==> src/rtl/cdb_rr_arbiter_if.sv <==
// cdb_rr_arbiter_if: FU completion ports and registered CDB lanes of the CDB arbiter.
// CDB_ARB_PERF_EN adds the performance-counter outputs.
interface cdb_rr_arbiter_if #(
    parameter int FU_NUM    = 8,
    parameter int CDB_WIDTH = 2,
    parameter int TAG_W     = 6
);
    localparam int SW = FU_NUM > 1 ? $clog2(FU_NUM) : 1;
    logic                                flush_i;
    logic [FU_NUM-1:0]                   fu_valid_i;
    logic [FU_NUM-1:0][TAG_W-1:0]        fu_tag_i;
    logic [FU_NUM-1:0]                   fu_ready_o;
    logic [CDB_WIDTH-1:0]                cdb_en_o;
    logic [CDB_WIDTH-1:0][TAG_W-1:0]     cdb_tag_o;
    logic [CDB_WIDTH-1:0][SW-1:0]        cdb_src_o;
    logic [$clog2(FU_NUM):0]             pend_cnt_o;
`ifdef CDB_ARB_PERF_EN
    logic [31:0]                         perf_bcast_o;
    logic [31:0]                         perf_stall_o;
    logic [31:0]                         perf_full_o;
    modport master (output flush_i, fu_valid_i, fu_tag_i,
                    input  fu_ready_o, cdb_en_o, cdb_tag_o, cdb_src_o, pend_cnt_o,
                           perf_bcast_o, perf_stall_o, perf_full_o);
    modport slave  (input  flush_i, fu_valid_i, fu_tag_i,
                    output fu_ready_o, cdb_en_o, cdb_tag_o, cdb_src_o, pend_cnt_o,
                           perf_bcast_o, perf_stall_o, perf_full_o);
`else
    modport master (output flush_i, fu_valid_i, fu_tag_i,
                    input  fu_ready_o, cdb_en_o, cdb_tag_o, cdb_src_o, pend_cnt_o);
    modport slave  (input  flush_i, fu_valid_i, fu_tag_i,
                    output fu_ready_o, cdb_en_o, cdb_tag_o, cdb_src_o, pend_cnt_o);
`endif
endinterface

==> src/rtl/cdb_rr_arbiter.sv <==
// cdb_rr_arbiter: per-FU holding slots granted onto CDB_WIDTH registered CDB lanes in rotating priority.
// Define CDB_ARB_PERF_EN to add saturating broadcast/stall/full counters.
module cdb_rr_arbiter #(
    parameter int FU_NUM    = 8,
    parameter int CDB_WIDTH = 2,
    parameter int TAG_W     = 6
) (
    input  logic            clk,
    input  logic            reset,
    cdb_rr_arbiter_if.slave bus
);
    localparam int SW = FU_NUM > 1 ? $clog2(FU_NUM) : 1;
    localparam int CW = $clog2(FU_NUM) + 1;

    logic [FU_NUM-1:0]               pend_v_q, pend_v_d, grant, accept;
    logic [FU_NUM-1:0][TAG_W-1:0]    pend_tag_q, pend_tag_d;
    logic [SW-1:0]                   rr_q, rr_d, idx;
    logic [SW:0]                     s;
    logic [CDB_WIDTH-1:0]            en_q, en_d;
    logic [CDB_WIDTH-1:0][TAG_W-1:0] tag_q, tag_d;
    logic [CDB_WIDTH-1:0][SW-1:0]    src_q, src_d;
    logic [CW-1:0]                   cnt_q, cnt_d;
    int                              gcnt;

    // Rotated scan from rr_q; the n-th grant in that order drives lane n.
    always_comb begin
        grant = '0;
        en_d  = '0;
        tag_d = '0;
        src_d = '0;
        rr_d  = rr_q;
        gcnt  = 0;
        s     = '0;
        idx   = '0;
        for (int k = 0; k < FU_NUM; k++) begin
            s   = {1'b0, rr_q} + (SW+1)'(k);
            idx = s >= (SW+1)'(FU_NUM) ? SW'(s - (SW+1)'(FU_NUM)) : SW'(s);
            if (pend_v_q[idx] && gcnt < CDB_WIDTH) begin
                grant[idx] = 1'b1;
                for (int l = 0; l < CDB_WIDTH; l++) begin
                    if (l == gcnt) begin
                        en_d[l]  = 1'b1;
                        tag_d[l] = pend_tag_q[idx];
                        src_d[l] = idx;
                    end
                end
                rr_d = idx == SW'(FU_NUM - 1) ? '0 : idx + 1'b1;
                gcnt++;
            end
        end
        if (bus.flush_i) begin
            en_d  = '0;
            tag_d = '0;
            src_d = '0;
            rr_d  = rr_q;
        end
    end

    assign bus.fu_ready_o = (~pend_v_q | grant) & {FU_NUM{~bus.flush_i}};
    assign accept         = bus.fu_valid_i & bus.fu_ready_o;

    always_comb begin
        pend_v_d   = (pend_v_q & ~grant & {FU_NUM{~bus.flush_i}}) | accept;
        pend_tag_d = pend_tag_q;
        cnt_d      = '0;
        for (int i = 0; i < FU_NUM; i++) begin
            pend_tag_d[i] = accept[i] ? bus.fu_tag_i[i] : pend_tag_q[i];
            cnt_d         = cnt_d + CW'(pend_v_d[i]);
        end
    end

    always_ff @(posedge clk or posedge reset) begin
        if (reset) begin
            pend_v_q   <= '0;
            pend_tag_q <= '0;
            rr_q       <= '0;
            en_q       <= '0;
            tag_q      <= '0;
            src_q      <= '0;
            cnt_q      <= '0;
        end else begin
            pend_v_q   <= pend_v_d;
            pend_tag_q <= pend_tag_d;
            rr_q       <= rr_d;
            en_q       <= en_d;
            tag_q      <= tag_d;
            src_q      <= src_d;
            cnt_q      <= cnt_d;
        end
    end

    assign bus.cdb_en_o   = en_q;
    assign bus.cdb_tag_o  = tag_q;
    assign bus.cdb_src_o  = src_q;
    assign bus.pend_cnt_o = cnt_q;

`ifdef CDB_ARB_PERF_EN
    logic [31:0] bc_q, bc_d, st_q, st_d, fl_q, fl_d;
    logic [32:0] bc_sum;

    always_comb begin
        bc_sum = {1'b0, bc_q} + 33'(gcnt);
        bc_d   = bc_sum[32] ? '1 : bc_sum[31:0];
        st_d   = (|(bus.fu_valid_i & ~bus.fu_ready_o) && st_q != '1) ? st_q + 1'b1 : st_q;
        fl_d   = (gcnt == CDB_WIDTH && |(pend_v_q & ~grant) && fl_q != '1) ? fl_q + 1'b1 : fl_q;
    end

    always_ff @(posedge clk or posedge reset) begin
        if (reset) begin
            bc_q <= '0;
            st_q <= '0;
            fl_q <= '0;
        end else begin
            bc_q <= bc_d;
            st_q <= st_d;
            fl_q <= fl_d;
        end
    end

    assign bus.perf_bcast_o = bc_q;
    assign bus.perf_stall_o = st_q;
    assign bus.perf_full_o  = fl_q;
`endif
endmodule

==> src/flat_wrapper.sv <==
// flat-port wrapper written by rule: the top's interface ports become plain ports
module cdb_rr_arbiter_flat 
#(
    parameter int FU_NUM    = 8,
    parameter int CDB_WIDTH = 2,
    parameter int TAG_W     = 6
)
  (clk, reset, bus_flush_i, bus_fu_valid_i, bus_fu_tag_i, bus_fu_ready_o, bus_cdb_en_o, bus_cdb_tag_o, bus_cdb_src_o, bus_pend_cnt_o);
  cdb_rr_arbiter_if #(.FU_NUM(FU_NUM), .CDB_WIDTH(CDB_WIDTH), .TAG_W(TAG_W)) bus_i ();
  input  logic clk;
  input  logic reset;
  input wire logic [$bits(bus_i.flush_i)-1:0] bus_flush_i;
  input wire logic [$bits(bus_i.fu_valid_i)-1:0] bus_fu_valid_i;
  input wire logic [$bits(bus_i.fu_tag_i)-1:0] bus_fu_tag_i;
  output wire logic [$bits(bus_i.fu_ready_o)-1:0] bus_fu_ready_o;
  output wire logic [$bits(bus_i.cdb_en_o)-1:0] bus_cdb_en_o;
  output wire logic [$bits(bus_i.cdb_tag_o)-1:0] bus_cdb_tag_o;
  output wire logic [$bits(bus_i.cdb_src_o)-1:0] bus_cdb_src_o;
  output wire logic [$bits(bus_i.pend_cnt_o)-1:0] bus_pend_cnt_o;
  assign bus_i.flush_i = bus_flush_i;
  assign bus_i.fu_valid_i = bus_fu_valid_i;
  assign bus_i.fu_tag_i = bus_fu_tag_i;
  assign bus_fu_ready_o = bus_i.fu_ready_o;
  assign bus_cdb_en_o = bus_i.cdb_en_o;
  assign bus_cdb_tag_o = bus_i.cdb_tag_o;
  assign bus_cdb_src_o = bus_i.cdb_src_o;
  assign bus_pend_cnt_o = bus_i.pend_cnt_o;
  cdb_rr_arbiter #(.FU_NUM(FU_NUM), .CDB_WIDTH(CDB_WIDTH), .TAG_W(TAG_W)) u_core (.clk(clk), .reset(reset), .bus(bus_i));
endmodule
==> config.mk <==
export PLATFORM = sky130hd
export DESIGN_NAME = cdb_rr_arbiter_flat
export DESIGN_NICKNAME = d
export VERILOG_FILES = /design/src/rtl/cdb_rr_arbiter_if.sv /design/src/rtl/cdb_rr_arbiter.sv /design/src/flat_wrapper.sv
export SDC_FILE = /design/constraint.sdc
export NUM_CORES = 1
export LEC_CHECK = 0
export ABC_CLOCK_PERIOD_IN_PS = 15400
export CAP_MARGIN = 40
export CORE_ASPECT_RATIO = 0.75
export CORE_MARGIN = 2
export CORE_UTILIZATION = 64
export DETAILED_ROUTE_END_ITERATION = 16
export DONT_BUFFER_PORTS = 1
export PLACE_DENSITY = 0.76
export SLEW_MARGIN = 20
export SYNTH_ARGS = -nofsm -noshare
export SYNTH_HDL_FRONTEND = slang
export SYNTH_SLANG_ARGS = --single-unit
==> constraint.sdc <==
create_clock -name clk -period 15.4 [get_ports clk]
set_input_delay 2.31 -clock clk [delete_from_list [all_inputs] [get_ports clk]]
set_output_delay 2.31 -clock clk [all_outputs]
set_load 0.05 [all_outputs]
=== Yosys cells after proc, flatten, opt, wreduce, memory -nomap -nowiden ===
Index checks and enable logic that the tools add are counted.
Widths: inputs -> output; s select.

* Bits of input ports: 59
* Bits in registers: 83
* Output and inout port bits: 32
* Word-level logic and storage cells: 294

* Add/subtract/negate cells: 36
* Reductions and logical operators: 24
* Mux-type cells: 156
* Magnitude comparators: 31
* Bitwise logic cells: 16
* Equal/unequal tests: 15

{| class="wikitable"
|+ Operators with widths
! cell !! count
|-
| $logic_not 32->1 || 7
|-
| $eq 2x32->1 const A || 6
|-
| $lt 32x3->1 const B || 6
|-
| $mux 32 || 6
|-
| $mux 6 || 31
|-
| $add 32x2->32 const B || 5
|-
| $bmux 6 s3 || 8
|-
| $mux 3 || 39
|-
| $mux 12 || 8
|-
| $or 8x8->8 || 9
|-
| $mux 8 || 8
|-
| $and 8x8->8 || 4
|-
| $lt 3x4->1 const B || 8
|-
| $mux 1 || 32
|-
| $ge 4x4->1 const B || 7
|-
| $add 3x1->3 const B || 8
|-
| $add 4x1->4 || 6
|-
| $bmux 1 s3 || 8
|-
| $demux 1 s3 || 8
|-
| $eq 3x3->1 const B || 8
|-
| $ge 3x1->1 const B || 8
|-
| $sub 3x1->3 const B || 8
|-
| $add 3x3->4 const B || 4
|-
| $mux 2 || 8
|-
| 12 further kinds || 28
|}

=== Depth between registers and ports, before layout ===
Gate-level depths: netlist of the first run.

* Depth after elaboration: 37
* Depth in mapped cells: 43
* Mapped depth without buffers: 37

=== Worst setup path before layout of the first run ===
No wires, ideal clock.

* Kind: reg-to-output
* Start point: register u_core.rr_q[0]
* End point: output port bus_fu_ready_o[6]
* Data arrival time: 7916 ps
* Buffers on the path: 6
* Stages on the path, launching flop included: 33
* Setup slack: 5174 ps
* Required time: 13090 ps
* Cell sequence: dfrtp_1 buf_4 buf_6 clkbuf_1 buf_1 inv_1 clkbuf_1 ha_1 inv_1 mux4_2 clkbuf_1 ha_1 inv_1 o221a_2 a21oi_1 or2_2 ha_1 inv_1 a21oi_1 ha_1 a2111o_1 and3_1 ha_1 a211oi_1 nor2_1 ha_1 nand2b_1 a21oi_1 nand2_1 o32ai_1 mux2i_1 mux2_2 a21oi_1

* Cells in the longest elaborated chain, start to end: 28
* Elaborated cells between the ends (all ways): 131
* Those cells by class: add/sub: 21; order compare: 31; mux: 55; bitwise: 9; reduce/logical: 15

{| class="wikitable"
|+ Ends and longest elaborated chain
! item !! line !! text
|-
| start, declared || cdb_rr_arbiter.sv:17 || <nowiki>logic [SW-1:0] rr_q, rr_d, idx;</nowiki>
|-
| start signal, assigned || cdb_rr_arbiter.sv:84 || <nowiki>rr_q <= rr_d;</nowiki>
|-
| $ge 3x4->1 or $sub 3x1->3 (tied branches) || cdb_rr_arbiter.sv:37 || <nowiki>idx = s >= (SW+1)'(FU_NUM) ? SW'(s - (SW+1)'(FU_NUM)) : SW'(s);</nowiki>
|-
| $mux 3 || cdb_rr_arbiter.sv:37 ||
|-
| $bmux 1 s3 || cdb_rr_arbiter.sv:38 || <nowiki>if (pend_v_q[idx] && gcnt < CDB_WIDTH) begin</nowiki>
|-
| $mux 1 (not written as such) || cdb_rr_arbiter.sv:38 ||
|-
| $mux 1 || cdb_rr_arbiter.sv:38 ||
|-
| $lt 1x2->1 || cdb_rr_arbiter.sv:38 ||
|-
| $logic_and 1x1->1 || cdb_rr_arbiter.sv:38 ||
|-
| $mux 32 || cdb_rr_arbiter.sv:38 ||
|-
| (+12 left out) || n/a ||
|-
| $lt 32x3->1 || cdb_rr_arbiter.sv:38 ||
|-
| $logic_and 1x1->1 || cdb_rr_arbiter.sv:38 ||
|-
| $mux 32 || cdb_rr_arbiter.sv:38 ||
|-
| $lt 32x3->1 || cdb_rr_arbiter.sv:38 ||
|-
| $logic_and 1x1->1 || cdb_rr_arbiter.sv:38 ||
|-
| $mux 8 (*) || cdb_rr_arbiter.sv:38 ||
|-
| $or 8x8->8 (*) || cdb_rr_arbiter.sv:59 || <nowiki>assign bus.fu_ready_o = (~pend_v_q | grant) & {FU_NUM{~bus.flush_i}};</nowiki>
|-
| $and 8x8->8 (*) || cdb_rr_arbiter.sv:59 ||
|-
| end, declared || flat_wrapper.sv:15 || <nowiki>output wire logic [$bits(bus_i.fu_ready_o)-1:0] bus_fu_ready_o;</nowiki>
|}

Mark *: on every way between the ends. The rest lies on a longest branch, timed or not. The select of a mux whose other input is x is not followed.

=== Worst setup path after layout of the first run ===
* Start point: register u_core.rr_q[0]
* End point: output port bus_fu_ready_o[4]

The elaborated chain is that of the path after synthesis.

==> metrics.md, run 1 <==
| Metric | Value |
|---|---|
| Run status | `complete, no violations` |
| Synth unique cells | `69` |
| Mean instance size in the synthesized netlist | `9.88 µm²` |
| Insertion delay of the later-clocked pin in the worst-skew pair | `0.35 ns` |
| Growth of design area from synthesis to finish | `5.11%` |
| Global route overflow | `0` |
| Critical path arrival | `8.62 ns` |
| Transition time of the tightest slew-check pin | `0.934 ns` |
| Row count | `35` |
| Count of endpoints failing setup in the final report | `0` |
| Post-route ant nets | `0` |
| Main area contributors after synthesis | `sky130_fd_sc_hd__dfrtp_1 (26%), sky130_fd_sc_hd__mux4_2 (16%), sky130_fd_sc_hd__mux2_2 (7.6%)` |
| Cell with the biggest individual delay on the critical path | `sky130_fd_sc_hd__dfrtp_4` |
| Slew Limit Fails | `0` |
| Post-Synthesis Cell Area | `8050 µm²` |
| Largest fanout on the critical path | `52` |
| Top FF cell, synth | `sky130_fd_sc_hd__dfrtp_1` |
| Avg Vias per Cell | `around 7.5` |
| Die span in x | `between 100 and 150 µm` |
| Cts hold-fix bufs | `0` |
| Relative slew slack | `about 38%` |
| Period Utilization, post-route | `71.0%` |
| Mapped Nets | `914` |
| Class of the most critical setup path | `flip-flop to output pin` |
| Proportion of synthesized chip area in sequential cells | `25.8%` |
| Vias in the first global route | `6678` |
| Detailed-placement wirelength estimate | `18.5 mm` |
| Input/output buffers | `0` |
| Fmax | `91.5 MHz` |
| Synth Register Bits | `between 80 and 90` |
| DIE AREA | `13500 µm²` |
| Max Root-Sink Buffers | `2` |
| Mapped Cells | `815` |
| Detailed Route Iter0 Violations | `1241` |
| Async set-reset flop share out of synthesis | `100%` |
| CTS tree | `yes` |
| Starting density of the core | `65.7%` |
| YS warnings | `0` |
| Clock tree root buffer cell | `sky130_fd_sc_hd__clkbuf_16` |
| CTS Sinks | `83` |
| CP Data Required Time | `13.09 ns` |
| Hold WC Path Type | `flip-flop to flip-flop` |
| Detailed-route via count | `between 7k and 8k` |
| # resized after CTS | `0` |
| Critical path's most frequent cell | `sky130_fd_sc_hd__inv_1` |
| EDFF count, synth | `0` |
| Clock transition at the registers of the reported paths | `0.07 ns` |
| Post-CTS Repair Setup Buffers | `0` |
| Wire length of the first global-routing pass | `just under 40 mm` |
| Number of H-tree levels | `3` |
| Total DRC errors in the routed layout | `0` |
| Maximum cell stage delay along the critical path | `0.87 ns` |
| Max-capacitance violation count | `0` |
| Net count, final | `slightly below 900` |
| Post-route setup TNS | `0 ns` |
| Number of detailed-route iterations in the first pass | `8` |
| Number of buffers created by CTS | `9` |
| Area share of the largest cell type after synthesis | `25.8%` |
| Routed len/inst | `26.3 µm` |
| GRT Total Usage | `37.9%` |
| CP startpoint kind | `flip-flop` |
| Vertical die dimension | `101 µm` |
| Pin count of the biggest net entering global routing | `53` |
| Unrepaired setup endpoints after global routing | `no` |
| Final-report hold violation count | `0` |
| Worst Clk Skew | `~0.015 ns` |
| Post-synthesis cell type with the largest combined area | `sky130_fd_sc_hd__dfrtp_1` |
| GP Congestion | `1.01` |
| Antenna diode count | `0` |
| I/O pin total | `91` |
| Total Routed Length | `about 25 mm` |
| Placeable core area | `around 12000 µm²` |
| Initial antenna violation count | `0` |
| Setup crit end kind | `output pin` |
| Shortest period the worst path allows | `10.93 ns` |
| Proportion of layout cells with a drive suffix above 1 | `between 20% and 30%` |
## flip-flops by register name, indices dropped and copies added (netlist names)
name                   flops
u_core.pend_tag_q         48
u_core.bus.cdb_tag_o      12
u_core.pend_v_q            8
u_core.bus.cdb_src_o       6
u_core.bus.pend_cnt_o      4
u_core.rr_q                3
u_core.bus.cdb_en_o        2
## layout make-up
| cell class | instances | area [µm²] |
|---|---|---|
| clock inverter | 7 | 76.3 |
| fill | 945 | 3800 |
| timing repair buffer | 20 | 148 |
| tap | 166 | 208 |
| multi-input combinational | 630 | 5580 |
| inverter | 39 | 148 |
| clock buffer | 9 | 225 |
| sequential | 83 | 2080 |
## worst paths after layout
check | from | endpoint | slack, ns | depth (start not counted)
min in group asynchronous | reset | u_core.pend_tag_q[21]$_DFFE_PP0P_ | 1.89 | 1
setup reg to reg | u_core.rr_q[0]$_DFFE_PP0P_ | u_core.bus.pend_cnt_o[2]$_DFF_PP0_ | 5.07 | 36
hold reg to reg | u_core.pend_tag_q[36]$_DFFE_PP0P_ | u_core.pend_tag_q[36]$_DFFE_PP0P_ | 0.58 | 1
setup / recovery | u_core.rr_q[0]$_DFFE_PP0P_ | bus_fu_ready_o[4] | 4.47 | 28
hold / removal | u_core.pend_tag_q[36]$_DFFE_PP0P_ | u_core.pend_tag_q[36]$_DFFE_PP0P_ | 0.58 | 1
max in group asynchronous | reset | u_core.rr_q[0]$_DFFE_PP0P_ | 12.43 | 2
## metrics by stage
step           worst slack (ns)  cells  hold WS, ns  instance area [µm²]  utilization (%)
6_report                   4.47    954        0.581                 8460             69.0
2_1_floorplan              5.17    815        0.505                 8050                -
3_3_place_gp               5.04    928        0.542                 8090             66.0
5_1_grt                    3.97    954        0.600                 8460             69.0
3_5_place_dp               4.90    937        0.560                 8150             66.5
4_1_cts                    4.53    953        0.578                 8460             69.0
## per-layer routing
layer	global-route usage [%]	part of all wire (%)	vias to the layer above
met5	0	0	-
met4	7.94	2.2	0
met2	54.7	41	589
li1	-	-	3038
met3	14.6	15	62
met1	54.9	41	3478
## critical path: cells and delay by family, from the launching register on
kind	cells	cell delay [ns]
buffers and inverters	6	1.19
xor gates and xnor gates	1	0.25
muxes	1	0.51
DFF	1	0.87
and+or+nand+nor	7	1.81
adders and majority gates	5	1.45
AOI/OAI and AO/OA	8	2.16
## cell usage after synthesis (all sizes together) (8+ instances only)
cell type and n:
nor3 8, nand3 19, nand2 63, a221oi 9, dfrtp 83, o21a 8
ha 36, inv 37, a211oi 21, and2 9, nor2b 9, mux2 68
o211ai 11, mux2i 48, buf 22, nor2 41, clkbuf 41, mux4 56
o22ai 21, a21oi 56, o21ai 49
## kinds of logic after synthesis
family / count (synthesis) / synth area share [%]
compound gates: 230 / 19.2
simple gates: 181 / 10.9
mux: 172 / 31.1
buf+inv: 102 / 5.11
flops: 83 / 25.8
fa+ha+maj: 40 / 6.59
xor+xnor: 7 / 1.27
## placed cells by master, fill, tap and decap left out, types with 4 or more instances in the layout
cell type,count
sky130_fd_sc_hd__o31ai_1,4
sky130_fd_sc_hd__or2_2,6
sky130_fd_sc_hd__a31oi_1,5
sky130_fd_sc_hd__buf_4,19
sky130_fd_sc_hd__and2_1,7
sky130_fd_sc_hd__nor3_1,7
sky130_fd_sc_hd__o211ai_1,11
sky130_fd_sc_hd__nand2b_1,7
sky130_fd_sc_hd__mux2_1,14
sky130_fd_sc_hd__o21a_1,8
sky130_fd_sc_hd__a21oi_1,56
sky130_fd_sc_hd__fa_1,4
sky130_fd_sc_hd__mux2_2,54
sky130_fd_sc_hd__clkbuf_16,9
sky130_fd_sc_hd__a311oi_1,4
sky130_fd_sc_hd__o22ai_1,21
sky130_fd_sc_hd__inv_1,35
sky130_fd_sc_hd__nor2b_1,9
sky130_fd_sc_hd__ha_1,35
sky130_fd_sc_hd__mux4_2,56
sky130_fd_sc_hd__nor3b_2,5
sky130_fd_sc_hd__nand2_1,63
sky130_fd_sc_hd__nor4_1,4
sky130_fd_sc_hd__o221ai_1,5
sky130_fd_sc_hd__o21ai_1,4
sky130_fd_sc_hd__nand3_1,19
sky130_fd_sc_hd__o21ai_0,45
sky130_fd_sc_hd__mux2i_1,48
sky130_fd_sc_hd__a222oi_1,4
sky130_fd_sc_hd__dfrtp_1,81
sky130_fd_sc_hd__a221oi_1,9
sky130_fd_sc_hd__a211oi_2,4
sky130_fd_sc_hd__nor2_1,40
sky130_fd_sc_hd__a211oi_1,16
sky130_fd_sc_hd__o211a_1,6
Power of run 1 is not shown: default switching activity piles up to over one toggle a cycle in this logic, so the estimate is an artifact.
==> run 2, diff against run 1 <==
--- a/config.mk
+++ b/config.mk
@@ -5,7 +5,7 @@
 export SDC_FILE = /design/constraint.sdc
 export NUM_CORES = 1
 export LEC_CHECK = 0
-export ABC_CLOCK_PERIOD_IN_PS = 15400
+export ABC_CLOCK_PERIOD_IN_PS = 11300
 export CAP_MARGIN = 40
 export CORE_ASPECT_RATIO = 0.75
 export CORE_MARGIN = 2
==> constraint.sdc (replaced) <==
create_clock -name clk -period 11.3 [get_ports clk]
set_input_delay 1.695 -clock clk [delete_from_list [all_inputs] [get_ports clk]]
set_output_delay 1.695 -clock clk [all_outputs]
set_load 0.05 [all_outputs]
==> metrics.md, run 2 (synthesis gave the netlist of run 1 again) <==
| Metric | Value |
|---|---|
| Capturing instance or port of the critical path | `bus_fu_ready_o[4]` |
| CTS Sinks | `83 (unchanged)` |
| Number of flip-flops in the largest register | `48 (unchanged)` |
| Max Root-Sink Buffers | `2 (unchanged)` |
| CTS tree | `yes` |
| Total of fill cells in the finished design | `914 (-3.3%)` |
| Row count | `35 (unchanged)` |
| Register-to-register setup slack | `1.55 ns (-3.52 ns)` |
| CP Data Required Time | `9.61 ns (-3.48 ns)` |
| Total DRC errors in the routed layout | `0 (unchanged)` |
| Beginning of the worst register-to-register path | `u_core.rr_q[0]$_DFFE_PP0P_` |
| Transition time of the tightest slew-check pin | `0.892 ns (-0.0418 ns)` |
| Routed len/inst | `27.5 µm (+4.6%)` |
| Total Routed Length | `26.4 mm (+5.2%)` |
| Slew Limit Fails | `0 (unchanged)` |
| DIE AREA | `13500 µm² (unchanged)` |
| Vias in the first global route | `6840 (+2.4%)` |
| Proportion of layout cells with a drive suffix above 1 | `22.7% (+0.49 points)` |
| Placeable core area | `12300 µm² (unchanged)` |
| Net count, final | `887 (+0.57%)` |
| Commonest non-fill, non-tap cell in the layout | `sky130_fd_sc_hd__dfrtp_1` |
| Gate family responsible for the most delay along the worst path | `compound AO/OA/AOI/OAI gates` |
| Insertion delay of the later-clocked pin in the worst-skew pair | `0.35 ns (about the same)` |
| Starting density of the core | `65.7% (unchanged)` |
| Setup crit end kind | `output pin` |
| Commonest cells after routing, fill and taps aside | `sky130_fd_sc_hd__dfrtp_1 (81), sky130_fd_sc_hd__nand2_1 (63), sky130_fd_sc_hd__a21oi_1 (56), sky130_fd_sc_hd__mux4_2 (56), sky130_fd_sc_hd__mux2_2 (54)` |
| Shortest period the worst path allows | `9.90 ns` |
| Class of the most critical setup path | `flip-flop to output pin` |
| GRT Total Usage | `40.1% (+2.2 points)` |
| Critical path arrival | `8.20 ns (-0.42 ns)` |
| Run status | `complete, no violations` |
| GP Congestion | `1.04 (+2.5%)` |
| Cts hold-fix bufs | `0 (unchanged)` |
| Max-capacitance violation count | `0 (unchanged)` |
| Antenna diode count | `0 (unchanged)` |
| Dpl cells | `940 (+0.32%)` |
| Clock transition at the registers of the reported paths | `0.07 ns (about the same)` |
| Launching element of the worst setup path | `u_core.rr_q[0]$_DFFE_PP0P_` |
| Worst Clk Skew | `0.00885 ns (-0.00595 ns)` |
| Number of H-tree levels | `3 (unchanged)` |
| Pin count of the biggest net entering global routing | `57 (+7.5%)` |
| Post-CTS Repair Setup Buffers | `0 (unchanged)` |
| Cell with the biggest individual delay on the critical path | `sky130_fd_sc_hd__nor2_1` |
| Number of buffers created by CTS | `9 (unchanged)` |
| Hold WC Path Type | `flip-flop to flip-flop` |
| Hold WS | `0.585 ns (+0.00331 ns)` |
| Input/output buffers | `0 (unchanged)` |
| Detailed-placement wirelength estimate | `19.1 mm (+3.2%)` |
| Initial antenna violation count | `0 (unchanged)` |
| Number of detailed-route iterations in the first pass | `6 (-2)` |
| Unrepaired setup endpoints after global routing | `no` |
| Buffers & Inverters on Critical Path | `3 (-3)` |
| Detailed Route Iter0 Violations | `1315 (+6.0%)` |
| Register area | `2080 µm² (unchanged)` |
| Global route overflow | `0 (unchanged)` |
| Post-route standard cell area excluding fillers | `8530 µm² (+0.80%)` |
| Detailed-route via count | `7296 (+1.8%)` |
| # resized after CTS | `0 (unchanged)` |
| Final non-filler cell total | `959 (+0.52%)` |
| Post-place instance area | `8190 µm² (+0.40%)` |
| Wire length of the first global-routing pass | `40.8 mm (+4.9%)` |
| CP startpoint kind | `flip-flop` |
| Die span in x | `134 µm (unchanged)` |
| Critical path's most frequent cell | `sky130_fd_sc_hd__ha_1` |
| Period Utilization, post-route | `approximately 88%` |
| Avg Vias per Cell | `7.61 (+1.3%)` |
| Area of the multi-input gates | `5580 µm² (unchanged)` |
| Largest fanout on the critical path | `36 (-31%)` |
| I/O pin total | `91 (unchanged)` |
| Clock tree root buffer cell | `sky130_fd_sc_hd__clkbuf_16` |
| Final-report hold violation count | `0 (unchanged)` |
| Worst flop-to-flop path endpoint | `u_core.bus.pend_cnt_o[2]$_DFF_PP0_` |
| Fmax | `101 MHz` |
| Relative slew slack | `40.3% (+2.8 points)` |
| Count of endpoints failing setup in the final report | `0 (unchanged)` |
| Biggest register | `u_core.pend_tag_q` |
| Number of cells on the worst reg-to-reg path | `34 (-5.6%)` |
| Total number of cells along the worst setup path | `26 (-7.1%)` |
| Post-route setup TNS | `0 ns (unchanged)` |
| Post-route ant nets | `0 (unchanged)` |
| Vertical die dimension | `101 µm (unchanged)` |
| Min-Delay Startpoint | `u_core.pend_tag_q[33]$_DFFE_PP0P_` |
| Growth of design area from synthesis to finish | `5.95%` |
| Maximum cell stage delay along the critical path | `0.68 ns (-0.19 ns)` |
[run 2: cell count changes in the layout (fill, tap and decap cells not counted)]
cell	before	now
sky130_fd_sc_hd__buf_2	1	2
sky130_fd_sc_hd__buf_4	19	21
sky130_fd_sc_hd__buf_12	0	1
sky130_fd_sc_hd__buf_16	0	1
[run 2: cell type report]
cell class | count | area share [%]
clock buffer | 9 | 2.64
sequential | 83 | 24.4
multi-input combinational | 630 | 65.4
inverter | 39 | 1.73
timing repair buffer | 25 | 2.52
clock inverter | 7 | 0.895
tap | 166 | 2.43
[run 2: routing by layer]
| layer | wire (µm) | track usage, % |
|---|---|---|
| met2 | 10900 | 56.5 |
| met3 | 3850 | 14.0 |
| met4 | 570 | 10.4 |
| met5 | 0 | 0 |
| met1 | 11100 | 59.2 |
[run 2: worst min path at each step]
| stage | to | slack, ns | depth (start not counted) |
|---|---|---|---|
| global placement | u_core.pend_tag_q[33]$_DFFE_PP0P_ | 0.54 | 1 |
| CTS | u_core.pend_tag_q[33]$_DFFE_PP0P_ | 0.58 | 1 |
| floorplan | u_core.pend_tag_q[13]$_DFFE_PP0P_ | 0.50 | 1 |
| detailed placement | u_core.pend_tag_q[24]$_DFFE_PP0P_ | 0.56 | 1 |
| global route | u_core.pend_tag_q[31]$_DFFE_PP0P_ | 0.61 | 1 |
| finish | u_core.pend_tag_q[33]$_DFFE_PP0P_ | 0.58 | 1 |
[run 2: per-stage QoR]
stage,util (%),worst slack (ns)
after detailed placement,66.8,1.61
after global routing,69.6,1.02
final,69.6,1.40
after floorplan,-,1.60
after global placement,66.3,2.09
after CTS,69.2,1.46
Power of run 2 is left out for the same reason.
